**src/rtl/stream_pkg.sv**
```systemverilog
`default_nettype none
// ============================================================================
// Module   : stream_pkg
// Brief    : Shared types and helpers for ndata stream blocks (mux modes,
//            packet-mux FSM states, round-robin index search).
// Revision : 1.0 - initial release
// ============================================================================
package stream_pkg;

    typedef enum logic [0:0] {
        MUX_EXTERNAL    = 1'b0,
        MUX_ROUND_ROBIN = 1'b1
    } mux_mode_t;

    typedef enum logic [0:0] {
        MUX_ST_IDLE   = 1'b0,
        MUX_ST_LOCKED = 1'b1
    } mux_state_t;

    // Widest request vector the round-robin helper can search.
    localparam int unsigned c_RR_MAX_REQ = 32;

    // First set request strictly after ptr, wrapping at n (n <= c_RR_MAX_REQ).
    // Returns ptr when no request is set; callers gate on |req.
    function automatic logic [31:0] rr_next_idx(
        input logic [c_RR_MAX_REQ-1:0] req,
        input logic [31:0]             ptr,
        input logic [31:0]             n
    );
        logic [31:0]             idx;
        logic [c_RR_MAX_REQ-1:0] shifted;
        logic                    found;
        rr_next_idx = ptr;
        found       = 1'b0;
        for (int unsigned k = 1; k <= c_RR_MAX_REQ; k++) begin
            idx = ptr + k;
            if (idx >= n) begin
                idx = idx - n;
            end
            shifted = req >> idx;
            if (!found && (k <= n) && shifted[0]) begin
                rr_next_idx = idx;
                found       = 1'b1;
            end
        end
    endfunction

endpackage
`default_nettype wire

```
**src/rtl/ndata_skid_buffer.sv**
```systemverilog
`default_nettype none
// ============================================================================
// Module   : ndata_skid_buffer
// Brief    : Two-entry ready/valid register slice for ndata beats with a
//            generic sideband. Upstream ready comes straight from a flop.
// Revision : 1.0 - initial release
// ============================================================================
module ndata_skid_buffer #(
    parameter type data_t       = logic [31:0],
    parameter int  NUM_ELEMENTS = 4,
    parameter int  SIDE_W       = 1
) (
    input  logic                                         clk,
    input  logic                                         rst_n,
    input  logic                                         i_valid,
    output logic                                         o_ready,
    input  logic [NUM_ELEMENTS-1:0][$bits(data_t)-1:0]   i_data,
    input  logic [NUM_ELEMENTS-1:0]                      i_keep,
    input  logic [SIDE_W-1:0]                            i_side,
    output logic                                         o_valid,
    input  logic                                         i_ready,
    output logic [NUM_ELEMENTS-1:0][$bits(data_t)-1:0]   o_data,
    output logic [NUM_ELEMENTS-1:0]                      o_keep,
    output logic [SIDE_W-1:0]                            o_side
);

    localparam int c_EW = NUM_ELEMENTS * $bits(data_t) + NUM_ELEMENTS + SIDE_W;

    logic [c_EW-1:0] r_mem [2];
    logic            r_wr_ptr;
    logic            r_rd_ptr;
    logic [1:0]      r_count;
    logic            r_ready;

    logic            w_push;
    logic            w_pop;
    logic [1:0]      w_count_nxt;
    logic [c_EW-1:0] w_in_entry;
    logic [c_EW-1:0] w_out_entry;

    assign w_in_entry  = {i_data, i_keep, i_side};
    assign w_out_entry = r_mem[r_rd_ptr];
    assign {o_data, o_keep, o_side} = w_out_entry;

    assign o_valid = (r_count != 2'd0);
    assign o_ready = r_ready;

    assign w_push      = i_valid && r_ready;
    assign w_pop       = o_valid && i_ready;
    assign w_count_nxt = r_count + 2'(w_push) - 2'(w_pop);

    // Occupancy, pointers and storage; ready is precomputed from next occupancy
    // so it only drops when both entries will be held.
    always_ff @(posedge clk) begin
        if (!rst_n) begin
            r_mem[0] <= '0;
            r_mem[1] <= '0;
            r_wr_ptr <= 1'b0;
            r_rd_ptr <= 1'b0;
            r_count  <= 2'd0;
            r_ready  <= 1'b1;
        end else begin
            if (w_push) begin
                r_mem[r_wr_ptr] <= w_in_entry;
                r_wr_ptr        <= ~r_wr_ptr;
            end
            if (w_pop) begin
                r_rd_ptr <= ~r_rd_ptr;
            end
            r_count <= w_count_nxt;
            r_ready <= (w_count_nxt != 2'd2);
        end
    end

endmodule
`default_nettype wire

```
**src/rtl/ndata_packet_mux.sv**
```systemverilog
`default_nettype none
// ============================================================================
// Module   : ndata_packet_mux
// Brief    : Packet-granular N:1 ndata multiplexer. The grant comes from an
//            external select handshake or round-robin arbitration and is held
//            until the last beat of the packet. Optional skid-buffered output.
// Revision : 1.0 - initial release
// ============================================================================
module ndata_packet_mux
    import stream_pkg::*;
#(
    parameter type       data_t       = logic [31:0],
    parameter int        NUM_ELEMENTS = 4,
    parameter int        NUM_STREAMS  = 4,
    parameter mux_mode_t MODE         = MUX_EXTERNAL,
    parameter bit        OUT_REG      = 1'b1,
    parameter int        IDX_W        = $clog2(NUM_STREAMS)
) (
    input  logic                                                    clk,
    input  logic                                                    rst_n,
    // stream select (external mode only)
    input  logic                                                    i_select_valid,
    output logic                                                    o_select_ready,
    input  logic [IDX_W-1:0]                                        i_select_data,
    // input streams
    input  logic [NUM_STREAMS-1:0]                                  i_in_valid,
    output logic [NUM_STREAMS-1:0]                                  o_in_ready,
    input  logic [NUM_STREAMS-1:0][NUM_ELEMENTS-1:0][$bits(data_t)-1:0] i_in_data,
    input  logic [NUM_STREAMS-1:0][NUM_ELEMENTS-1:0]                i_in_keep,
    input  logic [NUM_STREAMS-1:0]                                  i_in_last,
    // merged output stream
    output logic                                                    o_out_valid,
    input  logic                                                    i_out_ready,
    output logic [NUM_ELEMENTS-1:0][$bits(data_t)-1:0]              o_out_data,
    output logic [NUM_ELEMENTS-1:0]                                 o_out_keep,
    output logic                                                    o_out_last,
    output logic [IDX_W-1:0]                                        o_out_id,
    output logic                                                    o_sel_err
);

    localparam logic [31:0] c_NUM_STREAMS = NUM_STREAMS;

    mux_state_t                                  r_state;
    mux_state_t                                  w_state_nxt;
    logic [IDX_W-1:0]                            r_grant;
    logic [IDX_W-1:0]                            w_grant_nxt;
    logic [IDX_W-1:0]                            r_ptr;
    logic [IDX_W-1:0]                            w_ptr_nxt;
    logic                                        r_sel_err;
    logic                                        w_sel_err_nxt;
    logic [IDX_W-1:0]                            w_rr_idx;

    logic                                        w_g_valid;
    logic [NUM_ELEMENTS-1:0][$bits(data_t)-1:0]  w_g_data;
    logic [NUM_ELEMENTS-1:0]                     w_g_keep;
    logic                                        w_g_last;
    logic                                        w_lock_valid;
    logic                                        w_dn_ready;
    logic                                        w_beat_xfer;

    assign o_sel_err    = r_sel_err;
    assign w_lock_valid = (r_state == MUX_ST_LOCKED) && w_g_valid;
    assign w_beat_xfer  = w_lock_valid && w_dn_ready;

    // Steer the currently granted input onto the internal beat signals.
    always_comb begin
        w_g_valid = 1'b0;
        w_g_data  = '0;
        w_g_keep  = '0;
        w_g_last  = 1'b0;
        for (int i = 0; i < NUM_STREAMS; i++) begin
            if (r_grant == IDX_W'(i)) begin
                w_g_valid = i_in_valid[i];
                w_g_data  = i_in_data[i];
                w_g_keep  = i_in_keep[i];
                w_g_last  = i_in_last[i];
            end
        end
    end

    // Next round-robin candidate: first valid input after the last winner.
    always_comb begin
        w_rr_idx = IDX_W'(rr_next_idx(c_RR_MAX_REQ'(i_in_valid), 32'(r_ptr), c_NUM_STREAMS));
    end

    // Grant FSM: pick a stream in IDLE, forward its beats while LOCKED.
    always_comb begin
        w_state_nxt    = r_state;
        w_grant_nxt    = r_grant;
        w_ptr_nxt      = r_ptr;
        w_sel_err_nxt  = 1'b0;
        o_select_ready = 1'b0;
        o_in_ready     = '0;
        case (r_state)
            MUX_ST_IDLE: begin
                if (MODE == MUX_EXTERNAL) begin
                    // Held low while reset is applied so nothing is consumed.
                    o_select_ready = rst_n;
                    if (i_select_valid) begin
                        if (32'(i_select_data) < c_NUM_STREAMS) begin
                            w_grant_nxt = i_select_data;
                            w_state_nxt = MUX_ST_LOCKED;
                        end else begin
                            w_sel_err_nxt = 1'b1;
                        end
                    end
                end else begin
                    if (|i_in_valid) begin
                        w_grant_nxt = w_rr_idx;
                        w_ptr_nxt   = w_rr_idx;
                        w_state_nxt = MUX_ST_LOCKED;
                    end
                end
            end
            MUX_ST_LOCKED: begin
                for (int i = 0; i < NUM_STREAMS; i++) begin
                    o_in_ready[i] = (r_grant == IDX_W'(i)) && w_dn_ready;
                end
                if (w_beat_xfer && w_g_last) begin
                    w_state_nxt = MUX_ST_IDLE;
                end
            end
            default: begin
                w_state_nxt = MUX_ST_IDLE;
            end
        endcase
    end

    // State, grant, round-robin pointer and error pulse registers.
    always_ff @(posedge clk) begin
        if (!rst_n) begin
            r_state   <= MUX_ST_IDLE;
            r_grant   <= '0;
            r_ptr     <= IDX_W'(NUM_STREAMS - 1);
            r_sel_err <= 1'b0;
        end else begin
            r_state   <= w_state_nxt;
            r_grant   <= w_grant_nxt;
            r_ptr     <= w_ptr_nxt;
            r_sel_err <= w_sel_err_nxt;
        end
    end

    generate
        if (OUT_REG) begin : g_out_reg
            logic             w_skid_ready;
            logic [IDX_W:0]   w_side_out;

            ndata_skid_buffer #(
                .data_t       (data_t),
                .NUM_ELEMENTS (NUM_ELEMENTS),
                .SIDE_W       (IDX_W + 1)
            ) u_skid (
                .clk     (clk),
                .rst_n   (rst_n),
                .i_valid (w_lock_valid),
                .o_ready (w_skid_ready),
                .i_data  (w_g_data),
                .i_keep  (w_g_keep),
                .i_side  ({w_g_last, r_grant}),
                .o_valid (o_out_valid),
                .i_ready (i_out_ready),
                .o_data  (o_out_data),
                .o_keep  (o_out_keep),
                .o_side  (w_side_out)
            );

            assign w_dn_ready = w_skid_ready;
            assign o_out_last = w_side_out[IDX_W];
            assign o_out_id   = w_side_out[IDX_W-1:0];
        end else begin : g_out_comb
            assign w_dn_ready  = i_out_ready;
            assign o_out_valid = w_lock_valid;
            assign o_out_data  = w_g_data;
            assign o_out_keep  = w_g_keep;
            assign o_out_last  = w_g_last;
            assign o_out_id    = r_grant;
        end
    endgenerate

endmodule
`default_nettype wire

```
**config.mk**
```make
export PLATFORM = sky130hd
export DESIGN_NAME = ndata_packet_mux
export DESIGN_NICKNAME = d
export VERILOG_FILES = /design/src/rtl/stream_pkg.sv /design/src/rtl/ndata_skid_buffer.sv /design/src/rtl/ndata_packet_mux.sv
export SDC_FILE = /design/constraint.sdc
export NUM_CORES = 1
export LEC_CHECK = 0
export ABC_AREA = 1
export BUFFER_PORTS_ARGS = -buffer_cell sky130_fd_sc_hd__buf_2
export CAP_MARGIN = 10
export CORE_AREA = 2 2 265 267
export CTS_BUF_LIST = sky130_fd_sc_hd__clkbuf_4 sky130_fd_sc_hd__clkbuf_8
export DETAILED_ROUTE_END_ITERATION = 16
export DIE_AREA = 0 0 267 269
export PLACE_DENSITY_LB_ADDON = 0.05
export SYNTH_ARGS = -nofsm -noshare
export SYNTH_HDL_FRONTEND = slang
export SYNTH_SLANG_ARGS = --single-unit
```
**constraint.sdc**
```tcl
create_clock -name clk -period 5.6 [get_ports clk]
set_input_delay 0 -clock clk [delete_from_list [all_inputs] [get_ports clk]]
set_output_delay 0 -clock clk [all_outputs]
set_load 0.02 [all_outputs]
```
-- Word level (Yosys, flattened, before mapping)
Memories as Yosys holds them, arrays and structs flattened. A register that Yosys moved wholly into a read port is not among the register bits.
Index checks and enable logic that the tools add are counted.
Widths: inputs -> output; s select.
- bits in writable memories: 270
- register bits after elaboration: 8
- memories kept: 1
- reductions and logical operators: 12
- bitwise operators: 3
- multiplexer cells: 30
- $add $sub $neg: 2
- eq/ne operators: 4
- memory list (memory ; words ; width ; read ports ; clocked after memory_dff ; wr ports ; line ; text):
    g_out_reg.u_skid.r_mem ; 2 ; 135 ; 1 ; 1 ; 2 ; ndata_skid_buffer.sv:29 ; logic [c_EW-1:0] r_mem [2];
- operators by type and width (kind ; count):
    $mux 128 ; 4
    $mux 135 ; 1
    $reduce_or 135->1 ; 1
    $mux 4 ; 5
    $mux 1 ; 19
    $logic_and 1x1->1 ; 8
    $eq 2x2->1 const B ; 2
    $not 1->1 ; 3
    $add 2x1->2 ; 1
    $eq 2x1->1 const B ; 1
    $logic_not 2->1 ; 1
    $ne 2x2->1 const B ; 1
    $pmux 1 s2 ; 1
    $reduce_and 2->1 ; 1
    $reduce_bool 2->1 ; 1
    $sub 2x1->2 ; 1

-- Depth between registers and ports, before layout
- depth in word-level cells: 12
- gate-level depth with buffers: 12
- mapped depth without buffers: 11

-- Hierarchy
A second synthesis with hierarchy kept.
- cells, all modules: 1665
- area, all modules: 15673.8 um^2
- modules (own cells, without submodules) (module ; area each (um^2) ; instances ; cells each ; sequential area each (um^2)):
    ndata_skid_buffer ; 12266.8 ; 1 ; 900 ; 8227.9
    ndata_packet_mux ; 3407.0 ; 1 ; 765 ; 60.1

-- Worst setup path before layout
No wires, ideal clock.
- path type: register -> register
- from: register r_grant[1]
- to: memory g_out_reg.u_skid.r_mem[1][0] (netlist bit) (enable)
- arrival: 4.501 ns
- path slack: 0.599 ns
- required time: 5.100 ns
- setup time: 0.500 ns
- cell stages (with the launch flop): 11
- path through: dfxtp_1 buf_4 nand2_1 nor2_1 nand2_1 nand2_2 nand3_1 buf_2 buf_6 buf_6 nand2_1
- RTL lines (element ; line ; text):
    from (decl) ; ndata_packet_mux.sv:45 ; logic [IDX_W-1:0] r_grant;
    from (signal assigned) ; ndata_packet_mux.sv:138 ; r_grant <= w_grant_nxt;
    to (decl) ; ndata_skid_buffer.sv:29 ;

==> summary by stage <==
Timing
The headroom to the max-slew limit is 0.251. Setup violations remaining at the end of the flow were counted as 0. Setup repair after global routing left no endpoint under its margin. The final-layout setup total negative slack is 0 ns. The number of max-slew violations in the final report is 0. The worst setup margin is 1.57 ns.

The post-route minimum period is 4.03 ns. The total count of hold-check failures in the final report is 0. Of the available clock period, the critical path in the final layout requires 0.719. The maximum frequency from static timing analysis is 0.248 GHz.

The final worst hold slack is 0.0979 ns. At the pin with the least slew margin, the transition time is 1.12 ns. On the final layout, the worst clock skew is 0.0248 ns.

Logic synthesis
Yosys mapped a number of flops with a built-in enable equal to 270. In this run the cell area of the synthesized design comes to 14700 µm². The number of cells produced by synthesis is 1476. The number of nets produced by synthesis is 2020.

The register bit count reported by yosys is 279. For this run, asynchronously set or reset flops after synthesis account for 0. The distinct cell type count of the synthesized netlist is 26. Of the synthesized area, sequential elements account for 0.565. The warning count from the yosys run is 0. The dominant synthesized flop cell is edfxtp_1. The synthesized area per cell is 9.94 µm².

Clocking
The total clock buffers created by CTS is 56. The clock-pin slew reported for the worst setup and hold paths after clock tree synthesis is 0.05 ns. The number of clock sinks is 279. The maximum level of the CTS H-tree is 2. For the worst-skew pair, the clock arrives at the later sink with an insertion delay of 0.62 ns. Once the clock tree was built, the setup fixing pass inserted 0 buffers. The CTS tree is built. The tree is rooted in a clkbuf_8.

The buffer levels on the longest clock path is 3.

Detailed routing
The first detailed-routing pass ran for 4 iterations. The topmost layer with routed signal wires is met5. The met1 wire length is 24500 µm. The via total after detailed routing is 14500.

The per-cell via count in the routed design is 4.29. The wire length on met3 is 3690 µm. The detail route stage leaves a number of antenna-violating nets equal to 0.

Summed over all layers, the routed wires come to 61900 µm. In the final routed layout, each cell accounts on average for 18.3 µm. In this run, the number of DRC markers left after iteration 0 of detailed routing was 599. The total DRC errors in the routed layout is 0. Summed over all nets, wire length on met2 after detailed routing comes to 31800 µm.

Placement
The number of I/O port buffers is 682. The number of cells in the design after placement is 3003. The pre-CTS setup slack is 1.60 ns. The HPWL after detailed placement is 42600 µm. The last weighted congestion value of the routability-driven placer is 0.837.

Critical path
The startpoint of the worst-slack reg-to-reg timing path is r_grant[0]. The slowest stage of the critical path is the dfxtp_4 cell. The critical path capture point type is a flip-flop. The type of the worst setup path is flip-flop to flip-flop. The worst-case register-to-register setup slack is 1.57 ns. Walking the worst path, the cells encountered are nand2_1, inv_4, nor2_1, nand2_1, nand2_2, nand3_4, nand2_4, buf_12.

The highest fanout seen on the critical path is 133. The worst register-to-register path ends at g_out_reg.u_skid.r_mem[1][3]. The critical path data arrival time is 4.14 ns. The cell that appears most often on the critical path is nand2_1. The largest stage delay on the critical path is 1.03 ns. Measured in cells, the most critical reg-to-reg path has a length of 8.

The critical path required time is 5.72 ns. STA classifies the critical path startpoint as a flip-flop.

Layout
The fraction of layout cells with a size suffix above 1 is 0.383. Summing all multi-input logic gate instances after layout gives 5560 µm². Leaving out filler cells and counting taps, the final layout contains 3384. The final-layout fill cell count is 7377.

In the final design database the tool counted 2942 nets. The area growth from synthesis to final layout is 55.6%. In the final layout, flip-flops and latches occupy 8300 µm².

Floorplanning
The die height is 269 µm. The floorplan step defined a core boundary enclosing 69300 µm². The effective utilization at floorplan is 0.212. The initialized floorplan defines 97 standard-cell rows. The die covers 71800 µm². The die span in x is 267 µm. The top-level I/O count is 684.

Pwr
The clock network fraction of total power is 0.303. The maximum ir drop on the vdd rail is 0.151 mV. The standby leakage power is 10.2 nW.

The share of total power dissipated in combinational logic is 0.318. Of the total power, the share spent switching nets is 0.328. The internal power component is 4.55 mW.

Dividing total power by cell area gives a power density of 296 nW/µm². Summing internal, switching and leakage power gives 6.77 mW. The register share of total power is 0.379. For this design the total switching power over the nets is 2.22 mW.

Global route
Across every metal layer, demand over resource in global routing totals 0.165. Entering global routing, the biggest net connects 134 pins. The sum of overflow across all layers after global routing is 0. The first global-routing pass estimated 89700 µm of wire. The initial antenna violation count is 2. The number of global-route vias before repair was 15200.

Hold path
For hold timing, the worst endpoint is g_out_reg.u_skid.r_count[0]. The worst min-delay path startpoint is i_in_valid[0]. The worst hold path stage count is 10. The path class of the tightest hold or removal check is input port to flip-flop.

Flow run
The number of max-cap violations is 0.

Status
The run finished with clean final reports.
==> sequential cells by signal (all words and copies together) (netlist names), named ones only <==
signal	flops
g_out_reg.u_skid.r_mem	270
g_out_reg.u_skid.r_count	2
r_grant	2
g_out_reg.u_skid.o_ready	1
g_out_reg.u_skid.r_rd_ptr	1
g_out_reg.u_skid.r_wr_ptr	1
r_state	1
==> cells in the mapped netlist, types with 5 or more instances <==
master    number  area (µm²)
nand2_1      286        1070
nor2_1       276        1040
edfxtp_1     270        8110
mux2_2       135        1520
inv_1         91         342
a21oi_1       83         415
o211ai_1      75         563
nand3_1       62         310
a221oi_1      50         438
buf_2         43         215
clkbuf_1      43         161
buf_1         18        67.6
o21ai_0       14        70.1
dfxtp_1        9         180
buf_6          5        56.3
==> metrics by stage <==
step	util	area [µm²]
after global placement	0.274	19000
after detailed placement	0.274	19000
after CTS	0.329	22800
after global routing	0.329	22800
final	0.329	22800
after floorplan	-	14700
==> timing repair <==
| item | 4_1_cts | 5_1_grt |
|---|---|---|
| hold buffers | 277 | 0 |
| endpoints found under the hold margin | 277 | 0 |
| gates resized for setup | 0 | 0 |
==> how the worst max path moves through the flow <==
| stage | startpoint | end | cells past startpoint |
|---|---|---|---|
| floorplan | r_grant[1] | g_out_reg.u_skid.r_mem[1][0] | 10 |
| global placement | r_grant[0] | g_out_reg.u_skid.r_mem[1][133] | 7 |
| detailed placement | r_grant[0] | g_out_reg.u_skid.r_mem[1][30] | 8 |
| CTS | r_grant[0] | g_out_reg.u_skid.r_mem[1][3] | 7 |
| global route | r_grant[1] | g_out_reg.u_skid.r_mem[1][66] | 8 |
| finish | r_grant[0] | g_out_reg.u_skid.r_mem[1][3] | 8 |
==> per-layer routing <==
metal,global-route usage,vias up
met2,0.300,462
met3,0.0357,104
li1,-,6998
met5,0,-
met1,0.191,6958
met4,0.0598,2
==> power by group through the flow <==
stage          combinational (mW)  clock [mW]  sequential [mW]
2_1_floorplan                1.16           0             2.53
3_3_place_gp                 1.93           0             2.61
3_5_place_dp                 1.92           0             2.61
4_1_cts                      2.22        2.16             2.57
5_1_grt                      2.35        2.22             2.58
6_report                     2.15        2.05             2.56
==> critical path: cells and delay by family, from the launching register on <==
kind,cells,cell delay (ns)
and+or+nand+nor,6,1.33
buffers and inverters,2,0.75
DFF,1,1.03
==> cell families after synthesis <==
group / Yosys count / synth area share
compound gates: 223 / 0.102
xor+xnor: 1 / 0.000597
fa+ha+maj: 2 / 0.00171
buf+inv: 204 / 0.0589
flops: 279 / 0.565
mux: 135 / 0.104
other cells: 1 / 0.000256
simple gates: 631 / 0.168
==> final cells by class <==
type / count / share of cell area
clock inverter: 24 / 0.00581
antenna: 1 / 0.000110
inverter: 93 / 0.0154
multi-input combinational: 993 / 0.244
timing repair buffer: 975 / 0.278
tap: 940 / 0.0515
sequential: 279 / 0.363
clock buffer: 79 / 0.0419
==> layout by cell type (no fill, tap or decap), types with 2 or more instances in the layout <==
cell	instances
a21oi_1	83
a221oi_1	50
buf_12	4
buf_2	682
buf_4	12
clkbuf_4	21
clkbuf_8	58
clkinv_1	15
clkinv_2	6
dfxtp_1	7
dfxtp_4	2
dlygate4sd3_1	277
edfxtp_1	270
ha_1	2
inv_1	90
inv_2	2
mux2_2	135
nand2_1	283
nand2_4	3
nand3_1	61
nor2_1	275
nor2_4	2
nor3_1	2
o211ai_1	75
o21ai_0	14
or2_2	2
No activity file was read; power rests on OpenSTA's default activity.
